===== config.mk =====
export PLATFORM = sky130hd
export DESIGN_NAME = seg_scan_driver
export DESIGN_NICKNAME = d
export VERILOG_FILES = /design/src/rtl/seg_scan_driver.sv
export SDC_FILE = /design/constraint.sdc
export NUM_CORES = 1
export LEC_CHECK = 0
export BUFFER_PORTS_ARGS = -buffer_cell sky130_fd_sc_hd__buf_2
export CAP_MARGIN = 5
export CELL_PAD_IN_SITES_DETAIL_PLACEMENT = 1
export CELL_PAD_IN_SITES_GLOBAL_PLACEMENT = 1
export CORE_UTILIZATION = 31
export CTS_CLUSTER_SIZE = 40
export DETAILED_ROUTE_END_ITERATION = 10
export PLACE_DENSITY_LB_ADDON = 0.1
export SLEW_MARGIN = 20
export SYNTH_ARGS = -nofsm -noshare
export SYNTH_HDL_FRONTEND = slang
export SYNTH_SLANG_ARGS = --single-unit

===== constraint.sdc =====
create_clock -name clk -period 2.1 [get_ports clk]
set_input_delay 0.105 -clock clk [delete_from_list [all_inputs] [get_ports clk]]
set_output_delay 0.105 -clock clk [all_outputs]
set_load 0.01 [all_outputs]

===== src/rtl/seg_scan_driver.sv =====
// Multiplexed seven-segment scan driver: cycles a one-hot digit select over the
// captured hex value, with optional leading-zero blanking and frame-based blink.
module seg_scan_driver #(
    parameter int DIGITS       = 4,
    parameter int SCAN_DIV     = 1000,
    parameter int BLINK_FRAMES = 64
) (
    input  logic                  clk,
    input  logic                  rst_n,
    input  logic                  load,
    input  logic [4*DIGITS-1:0]   value,
    input  logic [DIGITS-1:0]     dp_in,
    input  logic                  blank_lz,
    input  logic                  blink_en,
    output logic [6:0]            seg,
    output logic                  dp,
    output logic [DIGITS-1:0]     an,
    output logic                  frame_done
);

    localparam int CW = $clog2(SCAN_DIV);
    localparam int IW = (DIGITS > 1) ? $clog2(DIGITS) : 1;
    localparam int FW = (BLINK_FRAMES > 1) ? $clog2(BLINK_FRAMES) : 1;

    logic [CW-1:0]         pre;
    logic [IW-1:0]         idx;
    logic [FW-1:0]         fcnt;
    logic                  phase;
    logic                  wrap_q;
    logic [4*DIGITS-1:0]   value_q;
    logic [DIGITS-1:0]     dp_q;

    logic                  tc;
    logic                  last;
    logic                  wrap;
    logic [3:0]            nib;
    logic                  upper_zero;
    logic [6:0]            seg_p0;
    logic                  dp_p0;
    logic [DIGITS-1:0]     an_p0;

    function automatic logic [6:0] hex7(input logic [3:0] n);
        logic [6:0] s;
        case (n)
            4'h0: s = 7'h3F;
            4'h1: s = 7'h06;
            4'h2: s = 7'h5B;
            4'h3: s = 7'h4F;
            4'h4: s = 7'h66;
            4'h5: s = 7'h6D;
            4'h6: s = 7'h7D;
            4'h7: s = 7'h07;
            4'h8: s = 7'h7F;
            4'h9: s = 7'h6F;
            4'hA: s = 7'h77;
            4'hB: s = 7'h7C;
            4'hC: s = 7'h39;
            4'hD: s = 7'h5E;
            4'hE: s = 7'h79;
            default: s = 7'h71;
        endcase
        return s;
    endfunction

    assign tc   = (pre == CW'(SCAN_DIV - 1));
    assign last = (idx == IW'(DIGITS - 1));
    assign wrap = tc && last;

    // Scan timing state: prescaler, digit index, blink frame counter
    always_ff @(posedge clk or negedge rst_n) begin
        if (!rst_n) begin
            pre    <= '0;
            idx    <= '0;
            fcnt   <= '0;
            phase  <= 1'b0;
            wrap_q <= 1'b0;
        end else begin
            pre    <= tc ? '0 : pre + 1'b1;
            wrap_q <= wrap;
            if (tc)
                idx <= last ? '0 : idx + 1'b1;
            if (!blink_en) begin
                fcnt  <= '0;
                phase <= 1'b0;
            end else if (wrap) begin
                if (fcnt == FW'(BLINK_FRAMES - 1)) begin
                    fcnt  <= '0;
                    phase <= ~phase;
                end else begin
                    fcnt <= fcnt + 1'b1;
                end
            end
        end
    end

    always_ff @(posedge clk or negedge rst_n) begin
        if (!rst_n) begin
            value_q <= '0;
            dp_q    <= '0;
        end else if (load) begin
            value_q <= value;
            dp_q    <= dp_in;
        end
    end

    // Stage p0: decode the currently selected digit
    always_comb begin
        nib        = value_q[4*int'(idx) +: 4];
        upper_zero = ((value_q >> {idx, 2'b00}) == '0);
        seg_p0     = (blank_lz && (idx != '0) && upper_zero) ? 7'h00 : hex7(nib);
        dp_p0      = dp_q[idx];
        an_p0      = (blink_en && phase) ? '0 : (DIGITS'(1) << idx);
    end

    // Stage p1: registered display outputs
    always_ff @(posedge clk or negedge rst_n) begin
        if (!rst_n) begin
            seg        <= '0;
            dp         <= 1'b0;
            an         <= '0;
            frame_done <= 1'b0;
        end else begin
            seg        <= seg_p0;
            dp         <= dp_p0;
            an         <= an_p0;
            frame_done <= wrap_q;
        end
    end

endmodule


==> run_summary.xml, run 1 <==
<?xml version="1.0" encoding="UTF-8"?>
<metrics>
  <group name="status">
    <metric name="run_status" unit="">finished clean</metric>
  </group>
  <group name="global_route">
    <metric name="met3_layer_usage_reported_by_global_route" unit="%">2.71</metric>
    <metric name="grt_pass1_wl" unit="mm">9.92</metric>
    <metric name="groute.layer.met2.usage" unit="%">21.3</metric>
    <metric name="grt_antenna_before_repair" unit="">0</metric>
    <metric name="grt_max_degree" unit="">54</metric>
    <metric name="grt_use_total" unit="%">14.3</metric>
    <metric name="gr-max-usage-layer" unit="">met1</metric>
    <metric name="grt_use_met1" unit="%">21.5</metric>
    <metric name="gr-total-overflow" unit="">0</metric>
    <metric name="grt_pass1_vias" unit="">1915</metric>
  </group>
  <group name="pwr">
    <metric name="vdd.ir_drop.worst" unit="mV">0.278</metric>
    <metric name="reported_leakage_power" unit="nW">1.41</metric>
    <metric name="pwr_density" unit="mW/mm²">677</metric>
  </group>
  <group name="critical_path">
    <metric name="worstSetupEndpointType" unit="">flop</metric>
    <metric name="critPathRequiredTime" unit="ns">2.28</metric>
    <metric name="crit_path_cell_trace" unit="">mux4_2, inv_2, ha_4, nand3_2, a2111oi_4, buf_4, a311oi_1</metric>
    <metric name="regToRegStartpoint" unit="">idx[0]</metric>
    <metric name="timing.critical_path.from_type" unit="">flop</metric>
    <metric name="worstSetupPathType" unit="">flop to flop</metric>
    <metric name="cp_top_family" unit="">multiplexers</metric>
    <metric name="critPathMaxFanout" unit="">7</metric>
    <metric name="cp.arrival" unit="ns">2.15</metric>
    <metric name="slowest_delay" unit="ns">0.57</metric>
    <metric name="number_of_buffers_and_inverters_on_the_critical_path" unit="">2</metric>
    <metric name="crit_path_top_delay_cell" unit="">mux4_2</metric>
    <metric name="crit_start" unit="">idx[0]</metric>
  </group>
  <group name="die">
    <metric name="initial_core_util" unit="%">32.4</metric>
    <metric name="die-width" unit="µm">95.4</metric>
    <metric name="design.die.area" unit="mm²">0.00910</metric>
    <metric name="placementRows" unit="">33</metric>
    <metric name="core-area" unit="mm²">0.00834</metric>
    <metric name="ios" unit="">38</metric>
    <metric name="chipHeight" unit="µm">95.4</metric>
  </group>
  <group name="timing">
    <metric name="maxSlewViolCount" unit="">0</metric>
    <metric name="fin_skew" unit="ns">0.00672</metric>
    <metric name="tightestPinTransition" unit="ns">0.450</metric>
    <metric name="max_fclk" unit="MHz">507</metric>
    <metric name="max_slew_margin" unit="%">69.7</metric>
    <metric name="timing.final.hold_violations" unit="">0</metric>
    <metric name="fin_hold_ws" unit="ns">0.0226</metric>
    <metric name="layout_worst_path_cycle_share" unit="%">93.9</metric>
    <metric name="setup-violations-final" unit="">0</metric>
    <metric name="layout_min_cycle_time" unit="ns">1.97</metric>
    <metric name="setup_total_negative_slack" unit="ns">0</metric>
  </group>
  <group name="worst_hold_path">
    <metric name="timing.hold.worst.start" unit="">value[11]</metric>
    <metric name="min_path_type" unit="">primary input to flop</metric>
  </group>
  <group name="clocking">
    <metric name="cts_bufs_inserted" unit="">5</metric>
    <metric name="cts_max_level" unit="">2</metric>
    <metric name="cts-root-buf" unit="">clkbuf_8</metric>
    <metric name="cts-root-to-sink-buffers" unit="">2</metric>
    <metric name="tritoncts_clock_tree" unit="">yes</metric>
    <metric name="clkLatencyLatePin" unit="ns">0.31</metric>
    <metric name="clkSinkCount" unit="">53</metric>
    <metric name="cts.clk_slew.worst_paths" unit="ns">0.10</metric>
  </group>
  <group name="yosys">
    <metric name="synth_nets" unit="">263</metric>
    <metric name="yosys.cell_types.count" unit="">44</metric>
    <metric name="yosysWarningCount" unit="">0</metric>
    <metric name="most_instantiated_flip_flop_cell_in_the_synthesis_netlist" unit="">dfrtp_1</metric>
    <metric name="synth_edf_count" unit="">0</metric>
    <metric name="ys_seq_area_share" unit="%">49.1</metric>
    <metric name="async_reset_ff_share" unit="%">100</metric>
    <metric name="syn-instance-count" unit="">226</metric>
    <metric name="number_of_storage_elements_in_the_synthesis_netlist" unit="">53</metric>
    <metric name="post_synth.cell_area_avg" unit="µm²">12.0</metric>
    <metric name="synth.cell_area" unit="mm²">0.00270</metric>
  </group>
  <group name="cells_and_area">
    <metric name="diodes" unit="">0</metric>
    <metric name="num-fill-cells" unit="">940</metric>
    <metric name="num-nets-final" unit="">316</metric>
    <metric name="final_layout_size_suffix_gt1_share" unit="%">35.7</metric>
    <metric name="areaGrowthSynthToFinish" unit="%">20.2</metric>
  </group>
  <group name="place">
    <metric name="detailed_place_hpwl" unit="mm">4.38</metric>
    <metric name="port_buffers" unit="">37</metric>
    <metric name="gp_congestion" unit="">0.721</metric>
  </group>
  <group name="run">
    <metric name="max_cap_violations" unit="">0</metric>
  </group>
  <group name="route">
    <metric name="wirelength" unit="mm">5.88</metric>
    <metric name="detailroute.via_count" unit="">1867</metric>
    <metric name="drt_drc_violations_left" unit="">0</metric>
    <metric name="drt_pass1_iterations" unit="">4</metric>
    <metric name="route.detailed.wl_per_inst" unit="µm">15.3</metric>
    <metric name="detailedRoute.firstIterationViolations" unit="">37</metric>
    <metric name="detail-route-antenna-nets" unit="">0</metric>
    <metric name="detail_route.vias_per_cell" unit="">4.85</metric>
  </group>
</metrics>
## metal layers
metal,up-vias,share of wire [%]
met5,-,0
met3,6,3.0
met4,0,0.97
li1,916,-
met1,913,53
met2,32,43
## through the flow
stage               total power, mW  utilization (%)  setup slack, ns  std cells  cell area [µm²]
finish                         2.20             39.0            0.128        385             3250
global route                   2.32             39.0         -0.00167        385             3250
floorplan                      1.34                -           0.0633        226             2700
detailed placement             1.48             37.0           0.0322        374             3090
CTS                            2.24             38.6           0.0103        383             3220
global placement               1.48             37.0           0.0490        374             3090
## synthesized netlist by cell type, types with 2 or more instances
cell	n	area, µm²
inv_1	8	30.0
mux2_2	23	259
clkbuf_1	3	11.3
xnor2_1	6	52.6
or3_1	4	25.0
nand2_1	15	56.3
nor4_1	3	18.8
and2_1	4	25.0
a21oi_1	7	35.0
o21ai_0	11	55.1
mux2i_1	8	80.1
o31ai_1	2	15.0
ha_1	12	150
a221oi_1	2	17.5
nor2_1	17	63.8
mux4_2	3	67.6
nor2b_1	2	12.5
nand3_1	7	35.0
a311oi_1	2	17.5
mux2_4	3	45.0
nor3_1	8	40.0
o21ai_1	2	10.0
dfrtp_1	53	1330
## report_power, final
part | internal [mW] | switching, mW
combinational | 0.167 | 0.165
sequential | 1.09 | 0.0462
clock | 0.388 | 0.344
total | 1.65 | 0.555
## timing repair
item | CTS | global route
setup endpoints to repair | 0 | 7
hold endpoints to repair | 53 | 0
buffers inserted | 0 | 2
hold buffers | 1 | 0
resized for setup | 0 | 5
## cell families after synthesis
kind of cell / share of synthesized area, %
flip-flops: 49.1
multiplexers: 19.0
AND/OR/NAND/NOR: 12.4
adder cells (fa/ha/maj): 5.55
AO/OA/AOI/OAI: 8.61
buffers and inverters: 3.05
XOR/XNOR: 2.27
## sequential cells by signal, summed over array words and instances (netlist names)
| register | flops |
|---|---|
| wrap_q | 1 |
| dp_q | 4 |
| pre | 10 |
| seg | 7 |
| phase | 1 |
| an | 4 |
| dp | 1 |
| fcnt | 6 |
| value_q | 16 |
| frame_done | 1 |
| idx | 2 |
## layout by cell type, fill, tap and decap left out, drive strengths merged, types with 2 or more instances in the layout
cell type and count:
nor2b 2, inv 8, dfrtp 53, o31ai 2
nor4 3, mux2i 10, nor2 17, o21ai 13
a21oi 7, a221oi 3, nand4 2, mux2 26
nand3 7, buf 51, clkbuf 6, xnor2 6
nor3 8, mux4 4, bufinv 2, a311oi 2
and2 4, or3 4, ha 12, nand2 15
## final timing paths
kind,slack (ns),depth (start not counted),end
hold reg to reg,0.36,0,frame_done
setup / recovery,0.13,7,seg[1]
setup reg to reg,0.13,7,seg[1]
max in group asynchronous,1.52,3,pre[9]
hold / removal,0.02,2,value_q[11]
min in group asynchronous,0.30,3,fcnt[3]
## cell type report
type / count / area [µm²] / share of cell area (%)
Tap cell: 105 / 131 / 4.04
Sequential cell: 53 / 1330 / 40.8
Timing Repair Buffer: 52 / 313 / 9.62
Multi-Input combinational cell: 158 / 1310 / 40.4
Clock inverter: 2 / 37.5 / 1.15
Inverter: 9 / 47.5 / 1.46
Clock buffer: 6 / 82.6 / 2.54
No activity file was read; power rests on OpenSTA's default activity.
==> run 2, diff against run 1 <==
- clock period: 2.1 -> 1.8 ns (I/O delays scaled with it)
==> run 2 against run 1 <==
Compared with the run above: the flow now finishes with violations (setup timing); wire length up 7.0%; final cell count grew 8.3%; worst hold slack worse by 0.0075 ns; total power rose by 20%; via count increased by 7.9%; non-clock buffer count rose by 32; sequential share of layout area decreased by 3.6 points; final area grew 9.9%; global-route usage up 1.0 points.
==> run_summary.xml, run 2 (same netlist as run 1, synthesis figures left out) <==
<?xml version="1.0" encoding="UTF-8"?>
<metrics>
  <group name="global_route">
    <metric name="grt_pass1_wl" unit="mm">10.6</metric>
    <metric name="grt_antenna_before_repair" unit="">0</metric>
    <metric name="grt_use_total" unit="%">15.3</metric>
    <metric name="gr-total-overflow" unit="">0</metric>
    <metric name="grt_pass1_vias" unit="">2089</metric>
    <metric name="grt_max_degree" unit="">33</metric>
  </group>
  <group name="timing">
    <metric name="setup-violations-final" unit="">7</metric>
    <metric name="layout_worst_path_cycle_share" unit="%">105</metric>
    <metric name="setup_total_negative_slack" unit="ns">-0.532</metric>
    <metric name="max_slew_margin" unit="%">64.9</metric>
    <metric name="timing.final.hold_violations" unit="">0</metric>
    <metric name="max_fclk" unit="MHz">530</metric>
    <metric name="layout_min_cycle_time" unit="ns">1.89</metric>
    <metric name="rsz0062_at_grt" unit="">yes</metric>
    <metric name="maxSlewViolCount" unit="">0</metric>
    <metric name="tightestPinTransition" unit="ns">0.526</metric>
    <metric name="fin_skew" unit="ns">0.0104</metric>
    <metric name="worst_slack" unit="ns">-0.0857</metric>
  </group>
  <group name="critical_path">
    <metric name="number_of_buffers_and_inverters_on_the_critical_path" unit="">2</metric>
    <metric name="cp.arrival" unit="ns">2.08</metric>
    <metric name="cp_top_family" unit="">multiplexers</metric>
    <metric name="regToRegStartpoint" unit="">idx[0]</metric>
    <metric name="reg2reg_depth" unit="">7</metric>
    <metric name="crit_start" unit="">idx[0]</metric>
    <metric name="instance_count_on_the_critical_path" unit="">7</metric>
    <metric name="crit_path_top_delay_cell" unit="">mux4_2</metric>
    <metric name="crit_path_cell_trace" unit="">mux4_2, inv_4, ha_4, nand3_4, a2111oi_4, buf_6, a221oi_1</metric>
    <metric name="worstSetupPathType" unit="">flop to flop</metric>
    <metric name="rr_endpoint" unit="">seg[6]</metric>
    <metric name="worstSetupEndpointType" unit="">flop</metric>
    <metric name="cp-endpoint" unit="">seg[6]</metric>
    <metric name="critPathRequiredTime" unit="ns">1.99</metric>
    <metric name="worst-r2r-setup-slack" unit="ns">-0.09</metric>
    <metric name="critPathMaxFanout" unit="">7</metric>
    <metric name="timing.critical_path.from_type" unit="">flop</metric>
    <metric name="slowest_delay" unit="ns">0.59</metric>
  </group>
  <group name="pwr">
    <metric name="power_switching_share" unit="%">25.4</metric>
    <metric name="power.share.sequential" unit="%">50.0</metric>
    <metric name="power_report.internal_total" unit="mW">1.97</metric>
    <metric name="vdd.ir_drop.worst" unit="mV">0.356</metric>
    <metric name="netSwitchingPower" unit="mW">0.673</metric>
    <metric name="clock_power_share" unit="%">32.6</metric>
    <metric name="pwr_density" unit="mW/mm²">741</metric>
    <metric name="power_frac_comb" unit="%">17.3</metric>
    <metric name="reported_leakage_power" unit="nW">1.56</metric>
  </group>
  <group name="status">
    <metric name="run_status" unit="">finished, violations left</metric>
    <metric name="violations_in_the_final_reports" unit="">setup timing</metric>
  </group>
  <group name="clocking">
    <metric name="cts-root-buf" unit="">clkbuf_8</metric>
    <metric name="cts.clk_slew.worst_paths" unit="ns">0.10</metric>
    <metric name="clkLatencyLatePin" unit="ns">0.31</metric>
    <metric name="cts_max_level" unit="">2</metric>
    <metric name="clkSinkCount" unit="">53</metric>
    <metric name="cts_bufs_inserted" unit="">5</metric>
    <metric name="tritoncts_clock_tree" unit="">yes</metric>
    <metric name="cts-root-to-sink-buffers" unit="">2</metric>
  </group>
  <group name="cells_and_area">
    <metric name="largest_register_ff_count" unit="">16</metric>
    <metric name="largest_register" unit="">value_q</metric>
    <metric name="final_cells" unit="">417</metric>
    <metric name="final_layout_size_suffix_gt1_share" unit="%">41.0</metric>
    <metric name="most_frequent_cells_in_the_layout" unit="">51 x dfrtp_1, 37 x buf_2, 31 x buf_4, 23 x mux2_2, 17 x nor2_1</metric>
    <metric name="num-fill-cells" unit="">928</metric>
    <metric name="layout_top_registers" unit="">value_q: 16 flops, pre: 10 flops, seg: 7 flops</metric>
    <metric name="num-nets-final" unit="">348</metric>
    <metric name="most_common_library_cell_in_the_layout_ignoring_fill_and_taps" unit="">dfrtp_1</metric>
    <metric name="areaGrowthSynthToFinish" unit="%">32.1</metric>
    <metric name="diodes" unit="">0</metric>
  </group>
  <group name="route">
    <metric name="drt_drc_violations_left" unit="">0</metric>
    <metric name="drt_pass1_iterations" unit="">3</metric>
    <metric name="wirelength" unit="mm">6.29</metric>
    <metric name="detail-route-antenna-nets" unit="">0</metric>
    <metric name="detailedRoute.firstIterationViolations" unit="">35</metric>
    <metric name="route.detailed.wl_per_inst" unit="µm">15.1</metric>
    <metric name="detail_route.vias_per_cell" unit="">4.83</metric>
    <metric name="detailroute.via_count" unit="">2014</metric>
  </group>
  <group name="die">
    <metric name="placementRows" unit="">33</metric>
    <metric name="ios" unit="">38</metric>
    <metric name="design.die.area" unit="mm²">0.00910</metric>
    <metric name="die-width" unit="µm">95.4</metric>
    <metric name="core-area" unit="mm²">0.00834</metric>
    <metric name="initial_core_util" unit="%">32.4</metric>
    <metric name="chipHeight" unit="µm">95.4</metric>
  </group>
  <group name="run">
    <metric name="max_cap_violations" unit="">0</metric>
  </group>
  <group name="place">
    <metric name="placed_cells_incl_taps" unit="">394</metric>
    <metric name="port_buffers" unit="">37</metric>
    <metric name="detailed_place_hpwl" unit="mm">4.68</metric>
    <metric name="preCtsSetupSlack" unit="ns">-0.129</metric>
    <metric name="gp_congestion" unit="">0.761</metric>
  </group>
  <group name="worst_hold_path">
    <metric name="min_path_type" unit="">primary input to flop</metric>
  </group>
</metrics>
## run 2: cell types whose count changed in the layout (fill, tap and decap cells not counted), sizes merged
| cell | previous run | this run |
|---|---|---|
| buf | 51 | 71 |
| dlygate4sd3 | 1 | 13 |
## run 2: final cells by class
cell class / count / area (µm²) / share of cell area, %
multi-input cells: 158 / 1340 / 37.6
flip-flops and latches: 53 / 1330 / 37.2
repair buffers: 84 / 599 / 16.8
well taps: 105 / 131 / 3.68
clock buffers: 6 / 82.6 / 2.31
inverters: 9 / 50.0 / 1.40
clock inverters: 2 / 37.5 / 1.05
## run 2: per-layer routing
| layer | routed length [µm] | global-route usage [%] | up-vias |
|---|---|---|---|
| met5 | 0 | 0 | - |
| met4 | 53 | 4.10 | 0 |
| met3 | 163 | 2.63 | 5 |
| li1 | - | - | 981 |
| met1 | 3150 | 21.3 | 998 |
| met2 | 2920 | 24.6 | 30 |
## run 2: worst min-delay path by stage
stage	endpoint	start	cells after the start
finish	value_q[5]	value[5]	2
global route	value_q[5]	value[5]	2
CTS	value_q[5]	value[5]	2
detailed placement	fcnt[5]	rst_n	1
global placement	fcnt[5]	rst_n	1
floorplan	an[0]	rst_n	0
## run 2: worst register-to-register path, delay by kind of cell (launching register included)
| family | cells | cell delay, ns |
|---|---|---|
| multiplexers | 1 | 0.59 |
| AO/OA/AOI/OAI | 2 | 0.26 |
| AND/OR/NAND/NOR | 1 | 0.07 |
| adder cells (fa/ha/maj) | 1 | 0.15 |
| buffers and inverters | 2 | 0.29 |
| flip-flops | 1 | 0.42 |
## run 2: power by group through the flow
| stage | clock, mW | combinational [mW] | sequential [mW] |
|---|---|---|---|
| after global placement | 0 | 0.423 | 1.35 |
| after floorplan | 0 | 0.222 | 1.35 |
| after detailed placement | 0 | 0.427 | 1.35 |
| final | 0.864 | 0.459 | 1.32 |
| after global routing | 0.954 | 0.506 | 1.34 |
| after CTS | 0.913 | 0.455 | 1.33 |
## run 2: timing repair
| action | CTS | global route |
|---|---|---|
| hold buffers | 13 | 0 |
| gates resized for setup | 4 | 9 |
| endpoints found under the hold margin | 33 | 0 |
| gates cloned | 0 | 0 |
| pin swaps | 1 | 2 |
| endpoints found under the setup margin | 8 | 12 |
| buffers inserted | 1 | 1 |
## run 2: through the flow
step	power, mW	hold WS, ns	area [µm²]	utilization [%]
6_report	2.65	0.0151	3570	42.8
5_1_grt	2.80	0.000280	3570	42.8
4_1_cts	2.69	0.000355	3540	42.4
3_5_place_dp	1.78	0.103	3270	39.2
3_3_place_gp	1.77	0.0970	3270	39.2
2_1_floorplan	1.57	-0.206	2730	-
==> run 3, diff against run 2 <==
- SKIP_CTS_REPAIR_TIMING: unset -> 1
- clock period: 1.8 -> 2.35 ns (I/O delays scaled with it)
==> run 3 against run 2 <==
Compared with the run above: the run now ends clean; clock skew about the same; combinational power down 38%; setup slack better by 0.23 ns; total power down 30%; critical path depth unchanged; clock power down 37%; worst hold slack better by 0.0079 ns; via count down 5.7%; sequential share of layout area up 5.0 points; register-to-register slack better by 0.23 ns; global-route usage down 0.90 points; critical endpoint unchanged.
==> run_summary.xml, run 3 (same netlist as run 1, synthesis figures left out) <==
<?xml version="1.0" encoding="UTF-8"?>
<metrics>
  <group name="status">
    <metric name="run_status" unit="">finished clean</metric>
  </group>
  <group name="timing">
    <metric name="tightestPinTransition" unit="ns">0.449</metric>
    <metric name="layout_min_cycle_time" unit="ns">2.21</metric>
    <metric name="max_slew_margin" unit="%">70.1</metric>
    <metric name="layout_worst_path_cycle_share" unit="%">93.8</metric>
    <metric name="fin_hold_ws" unit="ns">0.0229</metric>
    <metric name="max_fclk" unit="MHz">453</metric>
    <metric name="fin_skew" unit="ns">0.0106</metric>
    <metric name="timing.final.hold_violations" unit="">0</metric>
    <metric name="maxSlewViolCount" unit="">0</metric>
    <metric name="worst_slack" unit="ns">0.145</metric>
    <metric name="rsz0062_at_grt" unit="">no</metric>
    <metric name="setup_total_negative_slack" unit="ns">0</metric>
    <metric name="setup-violations-final" unit="">0</metric>
  </group>
  <group name="clocking">
    <metric name="cts-root-buf" unit="">clkbuf_8</metric>
    <metric name="cts.clk_slew.worst_paths" unit="ns">0.11</metric>
    <metric name="clkSinkCount" unit="">53</metric>
    <metric name="cts-root-to-sink-buffers" unit="">2</metric>
    <metric name="cts_bufs_inserted" unit="">5</metric>
    <metric name="clkLatencyLatePin" unit="ns">0.31</metric>
    <metric name="tritoncts_clock_tree" unit="">yes</metric>
    <metric name="cts_max_level" unit="">2</metric>
  </group>
  <group name="cells_and_area">
    <metric name="largest_register" unit="">value_q</metric>
    <metric name="post-route-cell-area" unit="mm²">0.00315</metric>
    <metric name="most_common_library_cell_in_the_layout_ignoring_fill_and_taps" unit="">dfrtp_1</metric>
    <metric name="final_layout_size_suffix_gt1_share" unit="%">32.7</metric>
    <metric name="num-nets-final" unit="">308</metric>
    <metric name="most_frequent_cells_in_the_layout" unit="">52 x dfrtp_1, 37 x buf_2, 23 x mux2_2, 17 x nor2_1, 15 x nand2_1</metric>
    <metric name="diodes" unit="">0</metric>
    <metric name="largest_register_ff_count" unit="">16</metric>
    <metric name="areaGrowthSynthToFinish" unit="%">16.4</metric>
    <metric name="layout_top_registers" unit="">value_q: 16 flops, pre: 10 flops, seg: 7 flops</metric>
  </group>
  <group name="global_route">
    <metric name="grt_max_degree" unit="">54</metric>
    <metric name="grt_pass1_wl" unit="mm">10.0</metric>
    <metric name="grt_pass1_vias" unit="">1895</metric>
    <metric name="grt_use_total" unit="%">14.4</metric>
    <metric name="gr-total-overflow" unit="">0</metric>
    <metric name="grt_antenna_before_repair" unit="">0</metric>
  </group>
  <group name="critical_path">
    <metric name="cp_top_family" unit="">multiplexers</metric>
    <metric name="critPathMaxFanout" unit="">7</metric>
    <metric name="cp.arrival" unit="ns">2.39</metric>
    <metric name="timing.critical_path.from_type" unit="">flop</metric>
    <metric name="worstSetupPathType" unit="">flop to flop</metric>
    <metric name="regToRegStartpoint" unit="">idx[0]</metric>
    <metric name="worstSetupEndpointType" unit="">flop</metric>
    <metric name="reg2reg_depth" unit="">7</metric>
    <metric name="crit_path_cell_trace" unit="">mux4_2, inv_1, ha_1, nand3_1, a2111oi_4, buf_4, a221oi_1</metric>
    <metric name="critPathRequiredTime" unit="ns">2.53</metric>
    <metric name="worst-r2r-setup-slack" unit="ns">0.14</metric>
    <metric name="rr_endpoint" unit="">seg[6]</metric>
    <metric name="crit_path_top_delay_cell" unit="">mux4_2</metric>
    <metric name="number_of_buffers_and_inverters_on_the_critical_path" unit="">2</metric>
    <metric name="slowest_delay" unit="ns">0.59</metric>
  </group>
  <group name="die">
    <metric name="chipHeight" unit="µm">95.4</metric>
    <metric name="ios" unit="">38</metric>
    <metric name="die-width" unit="µm">95.4</metric>
    <metric name="design.die.area" unit="mm²">0.00910</metric>
    <metric name="placementRows" unit="">33</metric>
    <metric name="initial_core_util" unit="%">32.4</metric>
    <metric name="core-area" unit="mm²">0.00834</metric>
  </group>
  <group name="pwr">
    <metric name="power_report.internal_total" unit="mW">1.33</metric>
    <metric name="final_power" unit="mW">1.84</metric>
    <metric name="clock_power_share" unit="%">29.4</metric>
    <metric name="power.share.sequential" unit="%">55.2</metric>
    <metric name="reported_leakage_power" unit="nW">1.36</metric>
    <metric name="vdd.ir_drop.worst" unit="mV">0.227</metric>
    <metric name="power_frac_comb" unit="%">15.4</metric>
    <metric name="power_switching_share" unit="%">27.8</metric>
    <metric name="netSwitchingPower" unit="mW">0.511</metric>
    <metric name="pwr_density" unit="mW/mm²">584</metric>
  </group>
  <group name="route">
    <metric name="detailedRoute.firstIterationViolations" unit="">92</metric>
    <metric name="detailroute.via_count" unit="">1900</metric>
    <metric name="detail-route-antenna-nets" unit="">0</metric>
    <metric name="wirelength" unit="mm">5.87</metric>
    <metric name="detail_route.vias_per_cell" unit="">5.04</metric>
    <metric name="drt_drc_violations_left" unit="">0</metric>
    <metric name="route.detailed.wl_per_inst" unit="µm">15.6</metric>
    <metric name="drt_pass1_iterations" unit="">4</metric>
  </group>
  <group name="worst_hold_path">
    <metric name="timing.hold.worst.start" unit="">dp_in[1]</metric>
    <metric name="min_path_type" unit="">primary input to flop</metric>
    <metric name="timing.hold.worst_endpoint" unit="">dp_q[1]</metric>
    <metric name="hold_depth" unit="">2</metric>
  </group>
  <group name="place">
    <metric name="port_buffers" unit="">37</metric>
    <metric name="detailed_place_hpwl" unit="mm">4.24</metric>
    <metric name="gp_congestion" unit="">0.770</metric>
    <metric name="dpl-instance-area" unit="mm²">0.00304</metric>
    <metric name="preCtsSetupSlack" unit="ns">0.109</metric>
  </group>
  <group name="run">
    <metric name="max_cap_violations" unit="">0</metric>
  </group>
</metrics>
run 3: routing by layer:
metal | vias up | global-route usage [%] | wire length (µm)
met1 | 944 | 22.7 | 3140
li1 | 908 | - | -
met2 | 38 | 19.3 | 2430
met4 | 0 | 4.48 | 87
met5 | - | 0 | 0
met3 | 10 | 2.95 | 218
run 3: power groups by stage:
stage	Clock [mW]	Sequential (mW)	Combinational [mW]
floorplan	0	1.03	0.164
global placement	0	1.03	0.283
detailed placement	0	1.04	0.285
CTS	0.576	1.02	0.286
global route	0.615	1.03	0.316
finish	0.541	1.02	0.283
run 3: worst max path at each step:
stage	from	to	slack, ns	cells after the start
6_report	idx[0]	seg[6]	0.14	7
5_1_grt	idx[0]	seg[5]	0.02	7
4_1_cts	idx[0]	seg[6]	0.07	6
3_5_place_dp	idx[0]	seg[1]	0.11	6
3_3_place_gp	idx[0]	seg[5]	0.21	6
2_1_floorplan	idx[1]	seg[5]	0.31	8
run 3: through the flow:
stage | cells | util, %
2_1_floorplan | 226 | -
3_3_place_gp | 367 | 36.4
3_5_place_dp | 367 | 36.4
4_1_cts | 375 | 37.5
5_1_grt | 377 | 37.7
6_report | 377 | 37.7
run 3: final cells by class:
type	instances	area, µm²
multi-input cells	158	1290
clock inverters	3	25.0
well taps	105	131
clock buffers	5	68.8
inverters	9	47.5
repair buffers	44	253
flip-flops and latches	53	1330
fillers	933	5190
